File: src/rtl/grid_arbiter_if.sv
// grid_arbiter_if: requester-side bus of the grid RAM arbiter
// Ports (as signals): req/req_x/req_y/req_we/req_wdata carry the three packed requests,
// excl_en/excl_sel control exclusive mode, gnt/rvalid/rdata/busy report back.
// Modports: slave = arbiter side, master = requester side.
interface grid_arbiter_if #(
  parameter int X_W = 6,
  parameter int Y_W = 5,
  parameter int D_W = 3
);
  logic [2:0]       req;
  logic [3*X_W-1:0] req_x;
  logic [3*Y_W-1:0] req_y;
  logic             req_we;
  logic [D_W-1:0]   req_wdata;
  logic             excl_en;
  logic [1:0]       excl_sel;
  logic [2:0]       gnt;
  logic [2:0]       rvalid;
  logic [D_W-1:0]   rdata;
  logic             busy;
  modport slave (
    input  req, req_x, req_y, req_we, req_wdata, excl_en, excl_sel,
    output gnt, rvalid, rdata, busy
  );
  modport master (
    output req, req_x, req_y, req_we, req_wdata, excl_en, excl_sel,
    input  gnt, rvalid, rdata, busy
  );
endinterface

File: src/rtl/grid_arbiter.sv
// grid_arbiter: per-cycle round-robin sharing of the single-port grid RAM among three requesters
// Ports: clock, reset (sync, active-high); bus = requester interface (slave side);
// grid_x/grid_y/grid_write/grid_in drive the RAM, grid_out is its registered read data.
module grid_arbiter #(
  parameter int X_W = 6,
  parameter int Y_W = 5,
  parameter int D_W = 3
) (
  input  logic           clock,
  input  logic           reset,
  grid_arbiter_if.slave  bus,
  output logic [X_W-1:0] grid_x,
  output logic [Y_W-1:0] grid_y,
  output logic           grid_write,
  output logic [D_W-1:0] grid_in,
  input  logic [D_W-1:0] grid_out
);
  logic [1:0] ptr, c1, c2, g;
  logic [2:0] elig;
  logic       have;
  // reset blocks every grant so no RAM write can happen in a reset cycle
  assign elig = reset ? 3'b000 :
                !bus.excl_en ? bus.req :
                bus.excl_sel == 2'd3 ? 3'b000 : bus.req & (3'b001 << bus.excl_sel);
  assign c1 = ptr == 2'd2 ? 2'd0 : ptr + 2'd1;
  assign c2 = c1 == 2'd2 ? 2'd0 : c1 + 2'd1;
  assign g = elig[ptr] ? ptr : elig[c1] ? c1 : c2;
  assign have = |elig;
  assign bus.gnt = have ? 3'b001 << g : 3'b000;
  assign grid_x = have ? bus.req_x[g*X_W +: X_W] : '0;
  assign grid_y = have ? bus.req_y[g*Y_W +: Y_W] : '0;
  // only the loader (port 0) may write
  assign grid_write = have && g == 2'd0 && bus.req_we;
  assign grid_in = have && g == 2'd0 ? bus.req_wdata : '0;
  assign bus.rdata = grid_out;
  always_ff @(posedge clock) begin
    if (reset) begin
      ptr <= 2'd0;
      bus.rvalid <= 3'b000;
      bus.busy <= 1'b0;
    end else begin
      if (have) ptr <= g == 2'd2 ? 2'd0 : g + 2'd1;
      bus.rvalid <= grid_write ? 3'b000 : bus.gnt;
      bus.busy <= have;
    end
  end
endmodule
File: src/flat_wrapper.sv
// flat-port wrapper written by rule: the top's interface ports become plain ports
module grid_arbiter_flat 
#(
  parameter int X_W = 6,
  parameter int Y_W = 5,
  parameter int D_W = 3
)
  (clock, reset, grid_x, grid_y, grid_write, grid_in, grid_out, bus_req, bus_req_x, bus_req_y, bus_req_we, bus_req_wdata, bus_excl_en, bus_excl_sel, bus_gnt, bus_rvalid, bus_rdata, bus_busy);
  grid_arbiter_if #(.X_W(X_W), .Y_W(Y_W), .D_W(D_W)) bus_i ();
  input  logic clock;
  input  logic reset;
  output logic [X_W-1:0] grid_x;
  output logic [Y_W-1:0] grid_y;
  output logic grid_write;
  output logic [D_W-1:0] grid_in;
  input  logic [D_W-1:0] grid_out;
  input wire logic [$bits(bus_i.req)-1:0] bus_req;
  input wire logic [$bits(bus_i.req_x)-1:0] bus_req_x;
  input wire logic [$bits(bus_i.req_y)-1:0] bus_req_y;
  input wire logic [$bits(bus_i.req_we)-1:0] bus_req_we;
  input wire logic [$bits(bus_i.req_wdata)-1:0] bus_req_wdata;
  input wire logic [$bits(bus_i.excl_en)-1:0] bus_excl_en;
  input wire logic [$bits(bus_i.excl_sel)-1:0] bus_excl_sel;
  output wire logic [$bits(bus_i.gnt)-1:0] bus_gnt;
  output wire logic [$bits(bus_i.rvalid)-1:0] bus_rvalid;
  output wire logic [$bits(bus_i.rdata)-1:0] bus_rdata;
  output wire logic [$bits(bus_i.busy)-1:0] bus_busy;
  assign bus_i.req = bus_req;
  assign bus_i.req_x = bus_req_x;
  assign bus_i.req_y = bus_req_y;
  assign bus_i.req_we = bus_req_we;
  assign bus_i.req_wdata = bus_req_wdata;
  assign bus_i.excl_en = bus_excl_en;
  assign bus_i.excl_sel = bus_excl_sel;
  assign bus_gnt = bus_i.gnt;
  assign bus_rvalid = bus_i.rvalid;
  assign bus_rdata = bus_i.rdata;
  assign bus_busy = bus_i.busy;
  grid_arbiter #(.X_W(X_W), .Y_W(Y_W), .D_W(D_W)) u_core (.clock(clock), .reset(reset), .bus(bus_i), .grid_x(grid_x), .grid_y(grid_y), .grid_write(grid_write), .grid_in(grid_in), .grid_out(grid_out));
endmodule
File: config.mk
export PLATFORM = sky130hd
export DESIGN_NAME = grid_arbiter_flat
export DESIGN_NICKNAME = d
export VERILOG_FILES = /design/src/rtl/grid_arbiter_if.sv /design/src/rtl/grid_arbiter.sv /design/src/flat_wrapper.sv
export SDC_FILE = /design/constraint.sdc
export NUM_CORES = 1
export LEC_CHECK = 0
export ABC_AREA = 1
export CAP_MARGIN = 20
export CORE_AREA = 8 8 60 62
export CTS_CLUSTER_DIAMETER = 80
export DETAILED_ROUTE_END_ITERATION = 7
export DIE_AREA = 0 0 68 70
export GPL_TIMING_DRIVEN = 0
export PLACE_DENSITY_LB_ADDON = 0.05
export SKIP_LAST_GASP = 1
export SLEW_MARGIN = 20
export SYNTH_ARGS = -nofsm -noshare
export SYNTH_HDL_FRONTEND = slang
export SYNTH_SLANG_ARGS = --single-unit
File: constraint.sdc
create_clock -name clock -period 1.9 [get_ports clock]
set_clock_uncertainty 0.05 [all_clocks]
set_input_delay 0.19 -clock clock [delete_from_list [all_inputs] [get_ports clock]]
set_output_delay 0.19 -clock clock [all_outputs]
set_load 0.005 [all_outputs]
==> summary.txt, run 1 <==
Synth
  – Post-Syn Nets: 182
  – Mapped Area: 743 sq um
  – Yosys top cell by area: nand2_1
  – Synth area leaders: nand2_1 25%, dfxtp_1 16%, nand3_1 13%, inv_1 8.6%, nor2_1 5.6%
  – Sequential area share after synthesis: 0.162
  – Cells after Synth: 134
  – Area share of the largest cell type after synthesis: 0.253
  – Flops & latches, synth: 6
  – Ys flop type: dfxtp_1
  – Share of synthesized flip-flops with an asynchronous set or reset: 0
  – Most frequent cell after synthesis: nand2_1
  – Syn Area/Cell: 5.55 sq um
  – Yosys warnings: 0
  – Post-synth top cells: 50 x nand2_1, 20 x nand3_1, 17 x inv_1
  – Synth cell types: 19
  – Number of synthesized flops with an enable pin: 0

Floorplan
  – IO Count: 73
  – Core Rows: 19
  – Core Area: 2660 sq um
  – Initial Util: 0.279
  – Die area: 4760 sq um
  – Die Height: 70 microns
  – Die W: 68 microns

Clocking
  – Clock sink count: 6
  – H-Tree Depth: 1
  – Clock latency on the worst-skew pair: 0.23 ns
  – Clock buffer count from CTS: 3
  – Post-CTS Hold Fix Bufs: 0
  – Clock buffer depth: 2
  – CTS tree: done
  – Clock transition at path regs: 0.04 ns
  – Clock Root Buffer: clkbuf_4

Hold path
  – Worst hold path type: in -> reg

Timing
  – Worst-Margin Slew: 0.251 ns
  – Number of setup violations in the final report: 15
  – Setup ws final: -0.145 ns
  – Unrepaired setup endpoints after global routing: true
  – Final Cycle Share: 1.08
  – Final min period: 2.05 ns
  – Final Hold Viols: 0
  – Max Slew Vio Count: 0
  – Min Hold Slack: 0.192 ns
  – Final setup TNS: -1.05 ns
  – Slew Limit Headroom: 0.833
  – Fmax: 489 MHz

Drt
  – Per-cell routed wire length: 13.8 microns
  – Via count: 1249
  – Pre-antenna DRT Iters: 4
  – ANT nets after route: 0
  – DRC violations left: 0
  – Post-Route WL: 3630 microns
  – Vias per cell: 4.77
  – Iteration-0 DRC Markers: 32

Run status
  – Failing checks: setup timing
  – Status: complete, but fails checks

Critical path
  – Critical path arrival: 1.81 ns
  – Max FO, Critical Path: 5
  – Critical Path Slowest Stage Cell: dfxtp_4
  – Worst path most repeated cell: buf_6
  – Crit end category: primary output
  – Setup CP Type: reg -> out
  – WP data required: 1.66 ns
  – Slowest stage delay, CP: 0.37 ns
  – Startpoint class of the critical path: flip-flop
  – CP cell instances: nor2_4 -> nand3_4 -> nand2_4 -> inv_4 -> a21oi_4 -> buf_6 -> buf_6 -> nand3_2 -> a21oi_2 -> buf_2

Placed design
  – Placed cells: 234
  – GP Congestion: 0.710
  – HPWL after detailed placement: 2600 microns
  – Number of buffers added on ports: 69

Final layout
  – Final core occ: 0.672
  – Layout cells sized above 1: 0.416
  – Syn-to-layout area delta: 141%
  – Diode count: 0
  – Nets: 281
  – Fin cells: 262

Power and ir drop
  – IR Drop Worst-Case VDD: 0.513 mV
  – Pwr Density: 537 nW/um^2
  – LEAKAGE: 0.906 nW

Job
  – Max-Cap Viols: 0

Global route
  – Tot GR Track Use: 0.143
  – Grt total ovfl: 0
  – Vias in the first global route: 1274
  – Antenna violations before repair: 0
  – First-pass GRT wire length: 5620 microns
  – Largest net degree at the start of global routing: 11
==> cell usage in the layout, fill, tap and decap left out, types with 4 or more instances in the layout <==
master,n
nor2_1,4
buf_2,17
nand3_2,4
nand3_4,4
nand3_1,16
buf_6,12
inv_4,4
dlygate4sd2_1,6
nand4_1,4
inv_1,14
clkdlybuf4s50_1,44
dfxtp_1,4
nand2_2,10
nor2_4,8
buf_4,19
nand2_1,40
==> logic make-up after synthesis <==
group | count (synthesis) | synth area share
compound gates | 5 | 0.0488
buf+inv | 26 | 0.168
flops | 6 | 0.162
simple gates | 97 | 0.621
==> path summary, 6_finish.rpt <==
path,to,depth (start not counted),startpoint,slack [ns]
min reg2reg,u_core.ptr[0],2,u_core.ptr[0],0.47
max,grid_x[1],10,u_core.ptr[1],-0.15
max reg2reg,u_core.ptr[0],9,u_core.ptr[1],0.26
min,u_core.ptr[1],2,reset,0.19
==> stage by stage <==
stage | total power (W) | setup slack, ns | cell area, sq um
5_1_grt | 0.00103 | -0.230 | 1790
6_report | 0.000961 | -0.145 | 1790
3_3_place_gp | 0.000688 | -0.741 | 1470
2_1_floorplan | 0.000408 | 0.352 | 743
3_5_place_dp | 0.000695 | -0.777 | 1470
4_1_cts | 0.000940 | -0.131 | 1710
==> layer usage <==
layer,global-route usage,routed length (microns)
met1,0.156,1410
met3,0.0510,331
met4,0.0410,100
met2,0.248,1790
met5,0,0
==> repair_timing <==
action / 4_1_cts / 5_1_grt
pin swaps: 27 / 14
resized for setup: 128 / 16
gates cloned: 3 / 0
setup endpoints to repair: 18 / 18
setup buffers: 18 / 5
==> state kept, by name (all words and copies together) (netlist names) <==
| signal | count |
|---|---|
| u_core.bus.busy | 1 |
| u_core.bus.rvalid | 3 |
| u_core.ptr | 2 |
==> layout make-up <==
cell class	count	area, sq um
fillers	241	873
repair buffers	93	808
multi-input cells	103	654
flip-flops and latches	6	128
inverters	20	85.1
plain buffers	6	52.6
well taps	31	38.8
clock buffers	3	22.5
==> where the power goes <==
part           internal, W  total (W)  switching (W)  leakage, nW
Combinational     0.000366   0.000694       0.000327        0.841
Sequential        0.000142   0.000156      0.0000137       0.0509
Clock            0.0000711   0.000111      0.0000403       0.0138
==> worst max-delay path, delay by kind of cell, from the launching register on <==
family,cells,cell delay (ns)
buf+inv,4,0.45
compound gates,2,0.30
flops,1,0.37
simple gates,4,0.46
(Power assumes the default switching activity.)
==> run 2: changes to the inputs <==
SLEW_MARGIN = 40   (was 20)
==> results of run 2 <==
No change in the layout: final DEF, timing and power equal those of run 1.
==> run 3: changes to the inputs <==
CORE_AREA = 2 2 54 56   (was 8 8 60 62)
DIE_AREA = 0 0 56 58   (was 0 0 68 70)
==> run 3 against run 2 <==
The flow still finishes with violations (setup timing). Routed wire length fell by 14%. Global-route usage rose by 4.6 points. Sequential power barely moved. Non-clock buffer count is 4 lower. Register-to-register slack barely moved. Hold slack gained 0.011 ns. Critical path depth is 3 higher. First-iteration DRC count is 72% lower. Final area shrank 2.0%. Fmax shrank 2.3%. Critical endpoint is now grid_x[0].
==> summary.txt, run 3 (synthesis results as in run 1) <==
Run status
  – Status: complete, but fails checks
  – Failing checks: setup timing

Critical path
  – WP data required: 1.66 ns
  – Reg2reg setup slack: 0.27 ns
  – Startpoint class of the critical path: flip-flop
  – Crit end category: primary output
  – CP top delay family: simple AND/OR/NAND/NOR gates
  – Setup CP Type: reg -> out
  – Max FO, Critical Path: 5
  – Slowest stage delay, CP: 0.38 ns
  – Worst path most repeated cell: nand2_1
  – Critical path arrival: 1.85 ns
  – Buffers plus inverters on the worst setup path: 5
  – CP cell instances: inv_4 -> nor2_4 -> nand3_4 -> nand2_4 -> inv_4 -> a21oi_4 -> buf_8 -> buf_6 -> nand3_1 -> nand2_1 -> nand2_1 -> nand2_1 -> buf_2
  – Critical Path Slowest Stage Cell: dfxtp_4

Final layout
  – Nets: 277
  – Syn-to-layout area delta: 136%
  – Top reg by flops: u_core.bus.rvalid
  – Layout cells sized above 1: 0.423
  – Diode count: 0
  – Commonest non-fill, non-tap cell in the layout: clkdlybuf4s50_1
  – Top Registers: u_core.bus.rvalid (3), u_core.ptr (2), u_core.bus.busy (1)
  – Fin cells: 258
  – Largest register FFs: 3
  – Commonest non-fill, non-tap cells in the layout: 44 x clkdlybuf4s50_1, 40 x nand2_1, 19 x buf_2

Clocking
  – CTS tree: done
  – Clock buffer depth: 2
  – Clock sink count: 6
  – Clock buffer count from CTS: 3
  – Clock transition at path regs: 0.04 ns
  – Clock latency on the worst-skew pair: 0.24 ns
  – Post-CTS Hold Fix Bufs: 0
  – H-Tree Depth: 1
  – Clock Root Buffer: clkbuf_4

Floorplan
  – Die Height: 58 microns
  – Die area: 3250 sq um
  – Initial Util: 0.279
  – Core Rows: 19
  – IO Count: 73
  – Core Area: 2660 sq um
  – Die W: 56 microns

Global route
  – Vias in the first global route: 1190
  – First-pass GRT wire length: 5050 microns
  – Largest net degree at the start of global routing: 11
  – Antenna violations before repair: 0
  – Grt total ovfl: 0
  – Tot GR Track Use: 0.189

Timing
  – Number of setup violations in the final report: 17
  – Unrepaired setup endpoints after global routing: true
  – Worst-Margin Slew: 0.271 ns
  – Max Slew Vio Count: 0
  – Final Cycle Share: 1.10
  – Final Hold Viols: 0
  – Final min period: 2.09 ns
  – Fmax: 477 MHz
  – Slew Limit Headroom: 0.819
  – Setup ws final: -0.194 ns

Drt
  – DRC violations left: 0
  – Vias per cell: 4.68
  – Iteration-0 DRC Markers: 9
  – Pre-antenna DRT Iters: 4
  – Post-Route WL: 3120 microns
  – Per-cell routed wire length: 12.1 microns
  – ANT nets after route: 0
  – Via count: 1208

Hold path
  – Worst hold path type: in -> reg

Power and ir drop
  – LEAKAGE: 0.888 nW
  – IR Drop Worst-Case VDD: 0.363 mV
  – Power Total: 0.000959 W
  – Pwr Density: 547 nW/um^2

Placed design
  – Number of buffers added on ports: 69
  – HPWL after detailed placement: 2110 microns
  – GP Congestion: 0.739
  – Place WS: -0.749 ns
  – Placed cells: 234

Job
  – Max-Cap Viols: 0
-- run 3: cell count changes in the layout (fill, tap and decap cells not counted), moves of 2 or more --
cell     delta
nand3_2     +3
nor2_4      +2
inv_2       +2
buf_2       +2
nand3_4     -2
buf_4       -7
-- run 3: cell type report --
cell class                      count  area, sq um
Tap cell                           31         38.8
Clock buffer                        3         22.5
Buffer                              6         53.8
Timing Repair Buffer               89          776
Fill cell                         238          910
Multi-Input combinational cell    103          652
Inverter                           20         82.6
Sequential cell                     6          128
-- run 3: layer usage --
metal	global-route usage	routed length (microns)	vias to the layer above
li1	-	-	609
met1	0.217	1220	548
met2	0.355	1650	45
met3	0.0335	202	6
met4	0.0612	42	0
met5	0	0	-
-- run 3: where the power goes --
part           internal [W]  switching, W  total (W)
clock network     0.0000713     0.0000432   0.000115
logic              0.000367      0.000322   0.000689
registers          0.000142     0.0000134   0.000156
-- run 3: per-stage QoR --
stage	utilization	hold WS [ns]	TNS (ns)	instance area [sq um]
after detailed placement	0.553	0.432	-12.01	1470
after floorplan	-	0.209	0	743
after CTS	0.645	0.411	-2.06	1720
after global routing	0.658	0.209	-3.17	1750
after global placement	0.553	0.427	-11.35	1470
final	0.658	0.203	-1.86	1750
-- run 3: path summary, 6_finish.rpt --
check                           depth (start not counted)                    to          start
worst max-delay path                                   13             grid_x[0]  u_core.ptr[0]
worst min-delay path                                    2         u_core.ptr[0]          reset
worst max register to register                         12  u_core.bus.rvalid[1]  u_core.ptr[0]
worst min register to register                          2         u_core.ptr[0]  u_core.ptr[0]
-- run 3: what timing repair did --
item | in CTS | in global routing
endpoints found under the setup margin | 18 | 18
cloned | 3 | 0
setup buffers | 18 | 3
gates resized for setup | 124 | 23
pin swaps | 30 | 21
hold endpoints to repair | 0 | 0
-- run 3: worst register-to-register path, stage by stage, from the launching register on --
cell     delay [ns]
dfxtp_4        0.38
inv_4          0.05
nor2_4         0.12
nand3_4        0.11
nand2_4        0.10
buf_6          0.10
nor2_4         0.04
nand2_2        0.08
nand2_4        0.08
buf_6          0.14
buf_4          0.12
buf_4          0.12
nor2_1         0.08
==> edit, RTL diff (flow settings as in run 1) <==
`D_W` is set to 3 in 3 places; all go to 6.
--- a/src/rtl/grid_arbiter_if.sv
+++ b/src/rtl/grid_arbiter_if.sv
@@ -7,3 +7,3 @@
   parameter int Y_W = 5,
-  parameter int D_W = 3
+  parameter int D_W = 6
 );
--- a/src/rtl/grid_arbiter.sv
+++ b/src/rtl/grid_arbiter.sv
@@ -6,3 +6,3 @@
   parameter int Y_W = 5,
-  parameter int D_W = 3
+  parameter int D_W = 6
 ) (
--- a/src/flat_wrapper.sv
+++ b/src/flat_wrapper.sv
@@ -5,3 +5,3 @@
   parameter int Y_W = 5,
-  parameter int D_W = 3
+  parameter int D_W = 6
 )
Ports: changed (resized bus_rdata, bus_req_wdata, grid_in and grid_out); port bits go from 73 to 85. No check against the original RTL was run, so the function may have changed too.
==> edit against run 1 <==
- the run still ends with negative setup slack left
- cell area increased by 13%
- sequential cell count unchanged
- synthesized area increased by 1.3%
- core utilization increased by 8.8 points
- combinational power decreased by 2%
- worst hold slack improved by 230 ps
- non-clock buffer count increased by 10
- wire length increased by 8.7%
- setup slack improved by 40 ps
- power decreased by 2.5%
- via count decreased by 0.24%
- final cell count unchanged
- fmax increased by 2.0%
==> edit: results (changes against run 1) <==
- N_diodes: 0 (unchanged)
- Inserted Clock Buffers: 3 (unchanged)
- Layout cells sized above 1: 0.545 (was 0.416)
- Vias in the first global route: 1367 (was 1274)
- Initial Utilization: 0.283 (was 0.279)
- Setup_tns: -1330 ps (was -1050 ps)
- Detailed Place HPWL: 2.70 mm (was 2.60 mm)
- Fin nets: 287 (was 281)
- Sequential area share after synthesis: 0.159 (was 0.162)
- Worst slew pin tran: 397 ps (was 251 ps)
- Crit-path max FO: 8 (was 5)
- I/O Buffers: 78 (was 69)
- Via count: 1246 (was 1249)
- Post-synthesis adder-cell area fraction: 0 (unchanged)
- Placement Cell Area: 1570 sq um (was 1470 sq um)
- Routed WL: 3.94 mm (was 3.63 mm)
- Worst R2R Path Depth: 12 (was 9)
- Dpl cells: 236 (was 234)
- Outcome: finished with violations (unchanged)
- Worst skew pair latency: 230 ps (about the same)
- Initial DRC Count: 28 (was 32)
- First-pass GRT wire length: 5.95 mm (was 5.62 mm)
- Unique masters post-synth: 21 (was 19)
- Drt wl/cell: 15.0 microns (was 13.8 microns)
- Arrival time at the worst endpoint: 1760 ps (was 1810 ps)
- PnR worst setup slack: -105 ps (was -145 ps)
- GRT Overall Usage: 0.156 (was 0.143)
- Top Registers: u_core.bus.rvalid: 3 flops, u_core.ptr: 2 flops, u_core.bus.busy: 1 flops (unchanged)
- Final setup fails: 17 (was 15)
- Compound-Gate Fraction of Synth Area: 0.0664 (was 0.0488)
- Area contributors post-synth: nand3_1 21%, dfxtp_1 16%, nand2_1 14%, inv_1 8.0%, nor2_1 8.0% (was nand2_1 25%, dfxtp_1 16%, nand3_1 13%, inv_1 8.6%, nor2_1 5.6%)
- GPL Wtd Cong: 0.782 (was 0.710)
- Maximum vdd drop: 0.323 mV (was 0.513 mV)
- FILL cells: 208 (was 241)
- Post-synth top cells: 31 x nand3_1, 29 x nand2_1, 16 x inv_1, 16 x nor2_1 (was 50 x nand2_1, 20 x nand3_1, 17 x inv_1)
- Failing checks: negative setup slack (unchanged)
- Leakage power: 0.960 nW (was 0.906 nW)
- Syn nets: 181 (was 182)
- Mapped Cells: 127 (was 134)
==> edit: cell type report <==
class / instances / area, sq um / area share
Buffer: 8 / 67.6 / 0.0334
Clock buffer: 3 / 22.5 / 0.0111
Inverter: 19 / 81.3 / 0.0402
Multi-Input combinational cell: 94 / 761 / 0.376
Sequential cell: 6 / 128 / 0.0631
Tap cell: 31 / 38.8 / 0.0192
Timing Repair Buffer: 101 / 925 / 0.457
==> edit: final timing paths <==
path / from / endpoint / slack, ps
max: u_core.ptr[0] / grid_x[2] / -100
min: reset / u_core.ptr[0] / 430
max reg2reg: u_core.ptr[0] / u_core.ptr[0] / 250
min reg2reg: u_core.ptr[0] / u_core.ptr[0] / 480
==> edit: stage by stage <==
step / util / setup WS [ps] / hold WS [ps]
finish: 0.760 / -105 / 427
global route: 0.760 / -208 / 444
CTS: 0.712 / -104 / 421
detailed placement: 0.591 / -780 / 451
global placement: 0.591 / -737 / 448
floorplan: - / 346 / 202
==> edit: worst max-delay path, delay by kind of cell (launching register included) <==
kind                   cells  cell delay (ps)
and+or+nand+nor            8              770
buffers and inverters      4              410
DFF                        1              360
==> edit: what timing repair did <==
action / 4_1_cts / 5_1_grt
pin swaps: 30 / 19
gates resized for setup: 148 / 33
setup buffers: 20 / 4
endpoints found under the setup margin: 21 / 21
==> edit: per-layer routing <==
| layer | track usage | part of all wire | vias up |
|---|---|---|---|
| met4 | 0.0820 | 0.040 | 0 |
| met2 | 0.272 | 0.52 | 57 |
| met5 | 0 | 0 | - |
| li1 | - | - | 612 |
| met3 | 0.0558 | 0.086 | 12 |
| met1 | 0.153 | 0.35 | 565 |
==> edit: where the power goes <==
part	leakage, nW	internal [mW]	switching (mW)	total, mW
logic	0.895	0.368	0.313	0.681
registers	0.0508	0.138	0.00887	0.147
clock network	0.0138	0.0709	0.0384	0.109
